`src/rtl/icache_defines.sv`:
```
// Shared definitions for the direct-mapped instruction cache: FSM encodings,
// line geometry and the word-select helper.
package icache_defines;

  localparam int ADDR_W         = 16;
  localparam int WORD_W         = 16;
  localparam int WORDS_PER_LINE = 4;
  localparam int LINE_W         = 64;

  typedef enum logic [1:0] {
    IDLE  = 2'd0,
    FETCH = 2'd1,
    FILL  = 2'd2
  } state_e;

  // Word 0 sits in the low 16 bits of a refilled line.
  function automatic logic [WORD_W-1:0] word_sel(input logic [LINE_W-1:0] line,
                                                 input logic [1:0]        off);
    logic [WORD_W-1:0] w;
    case (off)
      2'd0:    w = line[15:0];
      2'd1:    w = line[31:16];
      2'd2:    w = line[47:32];
      default: w = line[63:48];
    endcase
    return w;
  endfunction

endpackage

```
`src/rtl/icache_array.sv`:
```
// Tag/valid/data storage for the instruction cache: one combinational read
// port, one whole-line write port and a global valid-clear.
module icache_array
  import icache_defines::*;
#(
  parameter int INDEX_BITS = 5,
  parameter int TAG_W      = 9
) (
  input  logic                  clk,
  input  logic                  rst,
  input  logic [INDEX_BITS-1:0] rd_idx_i,
  output logic                  rd_valid_o,
  output logic [TAG_W-1:0]      rd_tag_o,
  output logic [LINE_W-1:0]     rd_line_o,
  input  logic                  wr_en_i,
  input  logic [INDEX_BITS-1:0] wr_idx_i,
  input  logic [TAG_W-1:0]      wr_tag_i,
  input  logic [LINE_W-1:0]     wr_line_i,
  input  logic                  wr_valid_i,
  input  logic                  clr_i
);

  localparam int LINES = 1 << INDEX_BITS;

  logic [LINES-1:0]  valid_q;
  logic [TAG_W-1:0]  tag_q  [LINES];
  logic [LINE_W-1:0] data_q [LINES];

  // A line write in the same cycle as a clear takes priority for that line;
  // the controller already drives wr_valid_i low when a clear is in flight.
  always_ff @(posedge clk or posedge rst) begin
    if (rst) begin
      valid_q <= '0;
    end else begin
      if (clr_i)   valid_q           <= '0;
      if (wr_en_i) valid_q[wr_idx_i] <= wr_valid_i;
    end
  end

  // NOTE: tag and data arrays carry no reset; the valid bits alone gate their use.
  always_ff @(posedge clk) begin
    if (wr_en_i) begin
      tag_q[wr_idx_i]  <= wr_tag_i;
      data_q[wr_idx_i] <= wr_line_i;
    end
  end

  assign rd_valid_o = valid_q[rd_idx_i];
  assign rd_tag_o   = tag_q[rd_idx_i];
  assign rd_line_o  = data_q[rd_idx_i];

endmodule

```
`src/rtl/icache_ctrl.sv`:
```
// Direct-mapped instruction cache controller: zero-latency hit path, miss FSM
// with line refill. Optional hit/miss counters under `ICACHE_PERF_EN.
module icache_ctrl
  import icache_defines::*;
#(
  parameter int INDEX_BITS = 5,
  parameter int MEM_ADDR_W = 14
) (
  input  logic                  clk,
  input  logic                  rst,
  input  logic [ADDR_W-1:0]     i_addr,
  input  logic                  i_rdEn,
  input  logic                  i_inv,
  output logic [WORD_W-1:0]     o_instr,
  output logic                  o_stall,
  output logic [MEM_ADDR_W-1:0] o_memAddr,
  output logic                  o_memRd,
  input  logic [LINE_W-1:0]     i_memData,
  input  logic                  i_memRdy,
  output logic [15:0]           o_hitCnt,
  output logic [15:0]           o_missCnt
);

  localparam int TAG_W = ADDR_W - 2 - INDEX_BITS;

  state_e                  state_q, state_d;
  logic [MEM_ADDR_W-1:0]   miss_addr_q, miss_addr_d;
  logic [LINE_W-1:0]       line_q, line_d;
  logic                    inv_pending_q, inv_pending_d;

  logic [INDEX_BITS-1:0]   lk_idx;
  logic [TAG_W-1:0]        lk_tag;
  logic                    rd_valid;
  logic [TAG_W-1:0]        rd_tag;
  logic [LINE_W-1:0]       rd_line;
  logic                    hit;
  logic                    arr_wr_en;
  logic                    miss_start;

  assign lk_idx = i_addr[INDEX_BITS+1:2];
  assign lk_tag = i_addr[ADDR_W-1:INDEX_BITS+2];

  icache_array #(
    .INDEX_BITS (INDEX_BITS),
    .TAG_W      (TAG_W)
  ) u_array (
    .clk        (clk),
    .rst        (rst),
    .rd_idx_i   (lk_idx),
    .rd_valid_o (rd_valid),
    .rd_tag_o   (rd_tag),
    .rd_line_o  (rd_line),
    .wr_en_i    (arr_wr_en),
    .wr_idx_i   (miss_addr_q[INDEX_BITS-1:0]),
    .wr_tag_i   (miss_addr_q[MEM_ADDR_W-1:INDEX_BITS]),
    .wr_line_i  (line_q),
    .wr_valid_i (~(inv_pending_q | i_inv)),
    .clr_i      (i_inv)
  );

  // Hits are only honoured in IDLE so a refill never races a lookup.
  assign hit     = i_rdEn & rd_valid & (rd_tag == lk_tag) & (state_q == IDLE);
  assign o_instr = hit ? word_sel(rd_line, i_addr[1:0]) : '0;
  assign o_stall = i_rdEn & ~hit;

  // NOTE: state registers use non-blocking assignments; next-state logic below uses blocking.
  always_ff @(posedge clk or posedge rst) begin
    if (rst) begin
      state_q       <= IDLE;
      miss_addr_q   <= '0;
      line_q        <= '0;
      inv_pending_q <= 1'b0;
    end else begin
      state_q       <= state_d;
      miss_addr_q   <= miss_addr_d;
      line_q        <= line_d;
      inv_pending_q <= inv_pending_d;
    end
  end

  // NOTE: every always_comb output gets a default first so no latch is inferred.
  always_comb begin
    state_d       = state_q;
    miss_addr_d   = miss_addr_q;
    line_d        = line_q;
    inv_pending_d = inv_pending_q;
    arr_wr_en     = 1'b0;
    o_memRd       = 1'b0;
    miss_start    = 1'b0;
    unique case (state_q)
      IDLE: begin
        if (i_rdEn && !hit) begin
          miss_addr_d = i_addr[ADDR_W-1:2];
          miss_start  = 1'b1;
          state_d     = FETCH;
        end
      end
      FETCH: begin
        o_memRd = 1'b1;
        if (i_inv) inv_pending_d = 1'b1;
        if (i_memRdy) begin
          line_d  = i_memData;
          state_d = FILL;
        end
      end
      FILL: begin
        arr_wr_en     = 1'b1;
        inv_pending_d = 1'b0;
        state_d       = IDLE;
      end
      default: state_d = IDLE;
    endcase
  end

  assign o_memAddr = miss_addr_q;

`ifdef ICACHE_PERF_EN
  logic [15:0] hit_cnt_q, miss_cnt_q;

  always_ff @(posedge clk or posedge rst) begin
    if (rst) begin
      hit_cnt_q  <= '0;
      miss_cnt_q <= '0;
    end else begin
      if (hit && hit_cnt_q != 16'hFFFF)         hit_cnt_q  <= hit_cnt_q + 16'd1;
      if (miss_start && miss_cnt_q != 16'hFFFF) miss_cnt_q <= miss_cnt_q + 16'd1;
    end
  end

  assign o_hitCnt  = hit_cnt_q;
  assign o_missCnt = miss_cnt_q;
`else
  assign o_hitCnt  = 16'h0000;
  assign o_missCnt = 16'h0000;
`endif

endmodule

```
`config.mk`:
```
export PLATFORM = sky130hd
export DESIGN_NAME = icache_ctrl
export DESIGN_NICKNAME = d
export VERILOG_FILES = /design/src/rtl/icache_defines.sv /design/src/rtl/icache_array.sv /design/src/rtl/icache_ctrl.sv
export SDC_FILE = /design/constraint.sdc
export NUM_CORES = 2
export LEC_CHECK = 0
export BUFFER_PORTS_ARGS = -buffer_cell sky130_fd_sc_hd__buf_2
export CAP_MARGIN = 30
export CORE_ASPECT_RATIO = 0.7
export CORE_MARGIN = 3
export CORE_UTILIZATION = 40
export DETAILED_ROUTE_END_ITERATION = 16
export GPL_TIMING_DRIVEN = 0
export PLACE_DENSITY = 0.57
export SETUP_SLACK_MARGIN = 0.02
export SLEW_MARGIN = 20
export SYNTH_ARGS = -nofsm -noshare
export SYNTH_HDL_FRONTEND = slang
export SYNTH_HIERARCHICAL = 1
export SYNTH_SLANG_ARGS = --single-unit
```
`constraint.sdc`:
```
create_clock -name clk -period 9.06 [get_ports clk]
set_input_delay 1.359 -clock clk [delete_from_list [all_inputs] [get_ports clk]]
set_output_delay 1.359 -clock clk [all_outputs]
set_load 0.005 [all_outputs]
```
# [Yosys cells after proc, flatten, opt, wreduce, memory -nomap -nowiden]
# Memories as Yosys holds them, arrays and structs flattened.
# Index checks and enable logic that the tools add are counted.
# W data, S select, Z words.
[word_totals] register_bits=113 ramBits=2336 in_bits=85 out_inout_bits=64 elab_cells=53 memories=2
[op_classes] magnitude_cmp=3 eq_ne=8 mux=18 bitwise_logic=7 reduce_logical=10
[memory_table] name="u_array.data_q" words=32 word_bits=64 rd=1 rd_clocked_by_memory_dff=0 wr=1 line_no="icache_array.sv:27" source="logic [LINE_W-1:0] data_q [LINES];"
[memory_table] name="u_array.tag_q" words=32 word_bits=9 rd=1 rd_clocked_by_memory_dff=0 wr=1 line_no="icache_array.sv:26" source="logic [TAG_W-1:0] tag_q [LINES];"
[ops] cell="$mux W32" count=2
[ops] cell="$pmux W16 S3" count=1
[ops] cell="$bwmux W32" count=1
[ops] cell="$mux W16" count=1
[ops] cell="$lt A5 B6 Y1 const B" count=2
[ops] cell="$eq A9 B9 Y1" count=1
[ops] cell="$reduce_and A2 Y1" count=4
[ops] cell="$mux W1" count=7
[ops] cell="$bmux W1 S5" count=1
[ops] cell="$demux W1 S5" count=1
[ops] cell="$ge A5 B1 Y1 const B" count=1
[ops] cell="$and A1 B1 Y1" count=4
[ops] cell="$eq A2 B1 Y1 const B" count=2
[ops] cell="$eq A2 B2 Y1 const B" count=2
[ops] cell="$logic_not A2 Y1" count=2
[ops] cell="$mux W2" count=2
[ops] cell="$ne A2 B2 Y1 const B" count=2
[ops] cell="$pmux W2 S2" count=1
[ops] cell="$logic_and A1 B1 Y1" count=2
[ops] cell="$ne A2 B1 Y1 const B" count=1
[ops] cell="$not A1 Y1" count=2
[ops] cell="$pmux W1 S2" count=1
[ops] cell="$reduce_bool A2 Y1" count=1
[ops] cell="$logic_not A1 Y1" count=1
[ops] cell="$or A1 B1 Y1" count=1

# [Longest topological paths before layout]
[logic_depth] depth_word=9 ltp_mapped=13 mapped_depth_nobuf=8

# [By module]
# The synthesis kept the hierarchy.
[by_module_without_submodules] module="icache_array" n_inst=1 cells_each=4361 area_per_inst_um2=90350.4 seq_area_each_um2=70948.0
[by_module_without_submodules] module="icache_ctrl" n_inst=1 cells_each=265 area_per_inst_um2=3880.0 seq_area_each_um2=2026.9

# [Least setup slack after synthesis]
# Ideal clock, no wire load.
[synth_path] kind="in2out" from="input port i_addr[2]" to="output port o_instr[11]" t_arrival_ps=3821 required_ps=7701 path_slack_ps=3880 stages=11 path_buffers=4 path_cell_list="buf_4 -> buf_4 -> buf_4 -> mux4_2 -> a22oi_1 -> nand4_1 -> xor2_1 -> nor4_2 -> nand4b_1 -> clkbuf_1 -> and2b_1"
[synth_between] elab_cells_between_ends=10 classes_between="1 x eq/ne; 4 x mux; 3 x bitwise; 2 x memory"
[synth_rtl] element="start: declaration" line_no="icache_ctrl.sv:11" source="input logic [ADDR_W-1:0] i_addr,"
[synth_rtl] element="$mem_v2 Z32 W9"
[synth_rtl] element="via rd_tag[8]" line_no="icache_ctrl.sv:34" source="logic [TAG_W-1:0] rd_tag;"
[synth_rtl] element="$eq A9 B9 Y1" line_no="icache_ctrl.sv:62" source="assign hit = i_rdEn & rd_valid & (rd_tag == lk_tag) & (state_q == IDLE);"
[synth_rtl] element="$and A1 B1 Y1 (2 in series)" line_no="icache_ctrl.sv:62"
[synth_rtl] element="$mux W16" line_no="icache_ctrl.sv:63" source="assign o_instr = hit ? word_sel(rd_line, i_addr[1:0]) : '0;"
[synth_rtl] element="end: declaration" line_no="icache_ctrl.sv:14" source="output logic [WORD_W-1:0] o_instr,"
# The timed path passes the listed nets, and every way through them passes these cells. The select of a mux whose other input is x is not followed.

# [Worst setup path in the final report]
[layout_path] from="input port i_addr[4]" to="output port o_instr[13]"
# The elaborated chain is that of the path after synthesis.

==> summary.txt <==
Power and ir drop
  – Combinational group share of total power: 10.4%
  – Cell Pwr Density: roughly 240 nW/um^2
  – Pint: around 0.020 W
  – Portion of total power attributed to the clock network: 33.8%
  – Net switching share of the total power: 25.2%
  – Leakage power summed over all cells: 36.9 nW
  – Peak ir drop on the vdd network: roughly 0.17 mV
  – Switching power summed over all nets: 0.00685 W
  – Share of power burned in registers: 55.9%
  – Tot Pwr: 0.0272 W

STA
  – Finish-stage setup viols: 0
  – Setup tns final: 0 ns
  – Maximum achievable frequency: approximately 0.12 GHz
  – Slew at the pin with the worst max-slew slack: 1.07 ns
  – Worst setup margin: about 0.50 ns
  – Slew Limit Headroom: around 29%
  – Crit path time final: about 8.6 ns
  – Part of the cycle the worst path needs: 94.5%
  – Layout Skew: 0.0400 ns
  – Number of failing hold endpoints at the final stage: 0
  – Unrepaired setup endpoints after global routing: false
  – Final slew viol count: 0

Place
  – Post-place setup slack: -0.0862 ns
  – Count of buffers inserted at the top-level ports: between 100 and 150
  – Routability congestion estimate: 0.813
  – Dpl hpwl: 199,000 um

Routing
  – Residual antenna-violating net count after detailed routing: 0
  – Mean routed wirelength per cell: 33.4 um
  – Number of detailed-routing iterations run before antenna repair: 6
  – Total length of routed wires: approximately 280,000 um
  – Vias post-DR: 50,400
  – Vias per cell: 5.94
  – Remaining DRCs: 0
  – Detailed Route Iter0 Violations: 7,611

Worst setup path
  – Kind of start point of the critical path: primary input
  – Critical path start-end classification: primary input to output port
  – Nature of the critical path endpoint: output port
  – Crit-path max FO: 10
  – Data arrival time of the critical path: just over 7 ns
  – CP Data Required Time: roughly 7.7 ns

Clock network
  – CTS root buf: sky130_fd_sc_hd__clkbuf_16
  – Clock Sink Count: between 2,000 and 2,500
  – Clock tree from TritonCTS: done
  – Count of instances resized after the clock tree is built: 0
  – Worst-skew pair later-pin latency: between 0.8 and 0.9 ns
  – Clock transition time at the flip-flop clock pins of the worst setup and hold paths: about 0.06 ns
  – Bufs on Longest Clock Path: 4
  – Cts bufs inserted: 228
  – Number of H-tree branching levels: 4

Final layout
  – Share of the core filled with cells in the final layout: 47.5%
  – Layout cell share with drive strength beyond 1: a little under a quarter
  – Layout overhead on the synthesized area: 17.7%
  – Final nets: 5,317

Synthesis
  – Dominant cells by area after synthesis: sky130_fd_sc_hd__edfxtp_1 74%, sky130_fd_sc_hd__mux4_2 7.5%, sky130_fd_sc_hd__mux2i_1 6.3%
  – Number of register bits inferred by synthesis: 2,449
  – Post-Syn Instances: approximately 4,600
  – Sequential fraction of the synthesis area: around 77%
  – Yosys Warn Count: 6
  – Post-synth top area share: 74.4%
  – Cell type with the highest aggregate area in the netlist: sky130_fd_sc_hd__edfxtp_1
  – Per-instance average area after synthesis: around 20 um^2
  – Post-Syn Area: 94,200 um^2
  – Number of distinct standard cells referenced by the synthesized netlist: 42

Hold path
  – Class of the worst hold path: flip-flop to flip-flop

Floorplanning
  – Num ports: around 150
  – Core Area: ~230,000 um^2
  – Area of the die: 242,000 um^2
  – Die H: 412 um
  – Die Width: 586 um
  – Number of core rows: ~150
  – Starting Density: about two fifths

Run status
  – Run status: complete, no violations

GRT
  – Leftover overflow at the end of global routing: 0
  – Antenna violations before repair: 11
  – Global routing usage summed across all routing layers: 23.3%
  – First-pass GRT wire length: 391,000 um
  – Via count of the first global-routing pass: approximately 48,000
  – Pin count of the biggest net entering global routing: 46

Job
  – Count of max-cap constraint violations: 0
[cells in the mapped netlist]
| cell | instances |
|---|---|
| sky130_fd_sc_hd__a21oi_1 | 3 |
| sky130_fd_sc_hd__and2b_1 | 10 |
| sky130_fd_sc_hd__nand3b_1 | 5 |
| sky130_fd_sc_hd__buf_1 | 18 |
| sky130_fd_sc_hd__or3_1 | 1 |
| sky130_fd_sc_hd__mux2_1 | 1 |
| sky130_fd_sc_hd__a31oi_1 | 40 |
| sky130_fd_sc_hd__a22oi_1 | 400 |
| sky130_fd_sc_hd__edfxtp_1 | 2336 |
| sky130_fd_sc_hd__nor2_2 | 1 |
| sky130_fd_sc_hd__nor2_1 | 43 |
| sky130_fd_sc_hd__inv_1 | 4 |
| sky130_fd_sc_hd__clkbuf_1 | 97 |
| sky130_fd_sc_hd__nor3_1 | 3 |
| sky130_fd_sc_hd__buf_6 | 4 |
| sky130_fd_sc_hd__buf_2 | 105 |
| sky130_fd_sc_hd__buf_4 | 73 |
| sky130_fd_sc_hd__a22o_1 | 40 |
| sky130_fd_sc_hd__dfrtp_1 | 113 |
| sky130_fd_sc_hd__nand2b_1 | 28 |
| sky130_fd_sc_hd__and3_1 | 2 |
| sky130_fd_sc_hd__a21o_2 | 1 |
| sky130_fd_sc_hd__or3b_2 | 3 |
| sky130_fd_sc_hd__conb_1 | 1 |
| sky130_fd_sc_hd__a32oi_1 | 2 |
| sky130_fd_sc_hd__mux2i_1 | 592 |
| sky130_fd_sc_hd__and2_1 | 12 |
| sky130_fd_sc_hd__o21ai_0 | 29 |
| sky130_fd_sc_hd__and3b_1 | 1 |
| sky130_fd_sc_hd__xor2_1 | 6 |
| sky130_fd_sc_hd__nand2_1 | 35 |
| sky130_fd_sc_hd__nand4_1 | 34 |
| sky130_fd_sc_hd__nor2b_1 | 32 |
| sky130_fd_sc_hd__nand4b_1 | 1 |
| sky130_fd_sc_hd__mux4_2 | 312 |
| sky130_fd_sc_hd__clkbuf_2 | 1 |
| sky130_fd_sc_hd__a31oi_2 | 1 |
| sky130_fd_sc_hd__nor4_2 | 1 |
| sky130_fd_sc_hd__mux2_2 | 81 |
| sky130_fd_sc_hd__xnor2_1 | 3 |
| sky130_fd_sc_hd__nand3_1 | 150 |
| sky130_fd_sc_hd__and4_1 | 1 |
[cell usage in the layout (no fill, tap or decap), drive strengths merged, types with 8 or more instances in the layout]
| master | count |
|---|---|
| edfxtp | 2336 |
| mux2i | 592 |
| buf | 545 |
| clkbuf | 418 |
| a22oi | 400 |
| mux4 | 312 |
| nand3 | 150 |
| dfrtp | 113 |
| mux2 | 82 |
| clkinv | 82 |
| nor2 | 44 |
| a31oi | 41 |
| a22o | 40 |
| nand2 | 35 |
| nand4 | 34 |
| nor2b | 32 |
| conb | 32 |
| o21ai | 29 |
| nand2b | 28 |
| and2 | 12 |
| and2b | 10 |
| inv | 8 |
[worst paths after layout]
path                                                from                   endpoint  slack [ns]  cells after the start
setup / recovery                               i_addr[4]                o_instr[13]        0.50                     15
hold / removal                    state_q[1]$_DFFE_PP0P_  inv_pending_q$_DFFE_PP0P_        0.51                      1
setup reg to reg           u_array/tag_q[6][2]$_DFFE_PP_   o_memAddr[6]$_DFFE_PP0P_        5.35                      9
hold reg to reg                   state_q[1]$_DFFE_PP0P_  inv_pending_q$_DFFE_PP0P_        0.51                      1
max in group asynchronous                            rst     line_q[26]$_DFFE_PP0P_        7.64                      3
min in group asynchronous                            rst     line_q[13]$_DFFE_PP0P_        0.61                      2
[stage by stage]
| stage | instances | hold slack (ns) | area, um^2 |
|---|---|---|---|
| 3_3_place_gp | 7846 | 0.497 | 98800 |
| 3_5_place_dp | 8038 | 0.512 | 103000 |
| 2_1_floorplan | 4657 | 0.473 | 94300 |
| 6_report | 8495 | 0.514 | 111000 |
| 4_1_cts | 8455 | 0.530 | 110000 |
| 5_1_grt | 8492 | 0.528 | 111000 |
[cell families (layout without fill, tap and decap cells)]
group | after synthesis | count (layout) | share of synthesized area [%]
compound gates | 516 | 516 | 4.04
xor+xnor | 9 | 9 | 0.0837
buf+inv | 302 | 1062 | 1.67
flops | 2449 | 2449 | 77.4
mux | 986 | 986 | 14.7
other cells | 1 | 35 | 0.00398
simple gates | 363 | 363 | 2.04
[worst max-delay path, cell delays in order]
cell,delay (ns)
sky130_fd_sc_hd__buf_2,0.18
sky130_fd_sc_hd__buf_2,0.66
sky130_fd_sc_hd__buf_4,0.38
sky130_fd_sc_hd__buf_2,0.49
sky130_fd_sc_hd__mux2i_1,0.71
sky130_fd_sc_hd__a22oi_1,0.16
sky130_fd_sc_hd__a31oi_1,0.49
sky130_fd_sc_hd__nand3_1,0.48
sky130_fd_sc_hd__xor2_1,0.28
sky130_fd_sc_hd__nor4_2,0.41
sky130_fd_sc_hd__nand4b_1,0.14
sky130_fd_sc_hd__buf_4,0.21
sky130_fd_sc_hd__clkbuf_2,0.44
sky130_fd_sc_hd__and2b_1,0.54
sky130_fd_sc_hd__buf_2,0.18
[cell type report]
cell class	instances	area, um^2
Sequential cell	2449	73000
Inverter	4	22.5
Timing Repair Buffer	345	5420
Antenna cell	3	7.51
Tap cell	3075	3850
Clock buffer	320	6410
Multi-Input combinational cell	1906	20000
Buffer	298	1570
Clock inverter	95	592
Fill cell	19200	122000
[flip-flops by register name, indices dropped and copies added (netlist names)]
signal,cells
u_array/valid_q,32
line_q,64
o_memAddr,14
state_q,2
u_array/tag_q,288
u_array/data_q,2048
inv_pending_q,1
[power groups by stage]
| stage | clock network [W] | logic, W | registers (W) |
|---|---|---|---|
| floorplan | 0 | 0.000892 | 0.0154 |
| global placement | 0 | 0.00153 | 0.0161 |
| detailed placement | 0 | 0.00196 | 0.0160 |
| CTS | 0.00932 | 0.00197 | 0.0158 |
| global route | 0.00980 | 0.00297 | 0.0153 |
| finish | 0.00917 | 0.00282 | 0.0152 |
[metal layers]
layer | global-route usage, % | up-vias | part of all wire (%)
met5 | 0 | - | 0.0042
met4 | 6.58 | 2 | 3.0
met3 | 5.67 | 413 | 12
met2 | 31.6 | 2833 | 41
met1 | 36.7 | 26800 | 44
li1 | - | 20300 | -
[timing repair]
| item | in CTS | in global routing |
|---|---|---|
| hold buffers | 0 | 0 |
| setup buffers | 2 | 0 |
| endpoints found under the setup margin | 5 | 0 |
Power figures use the tool's default switching activity.
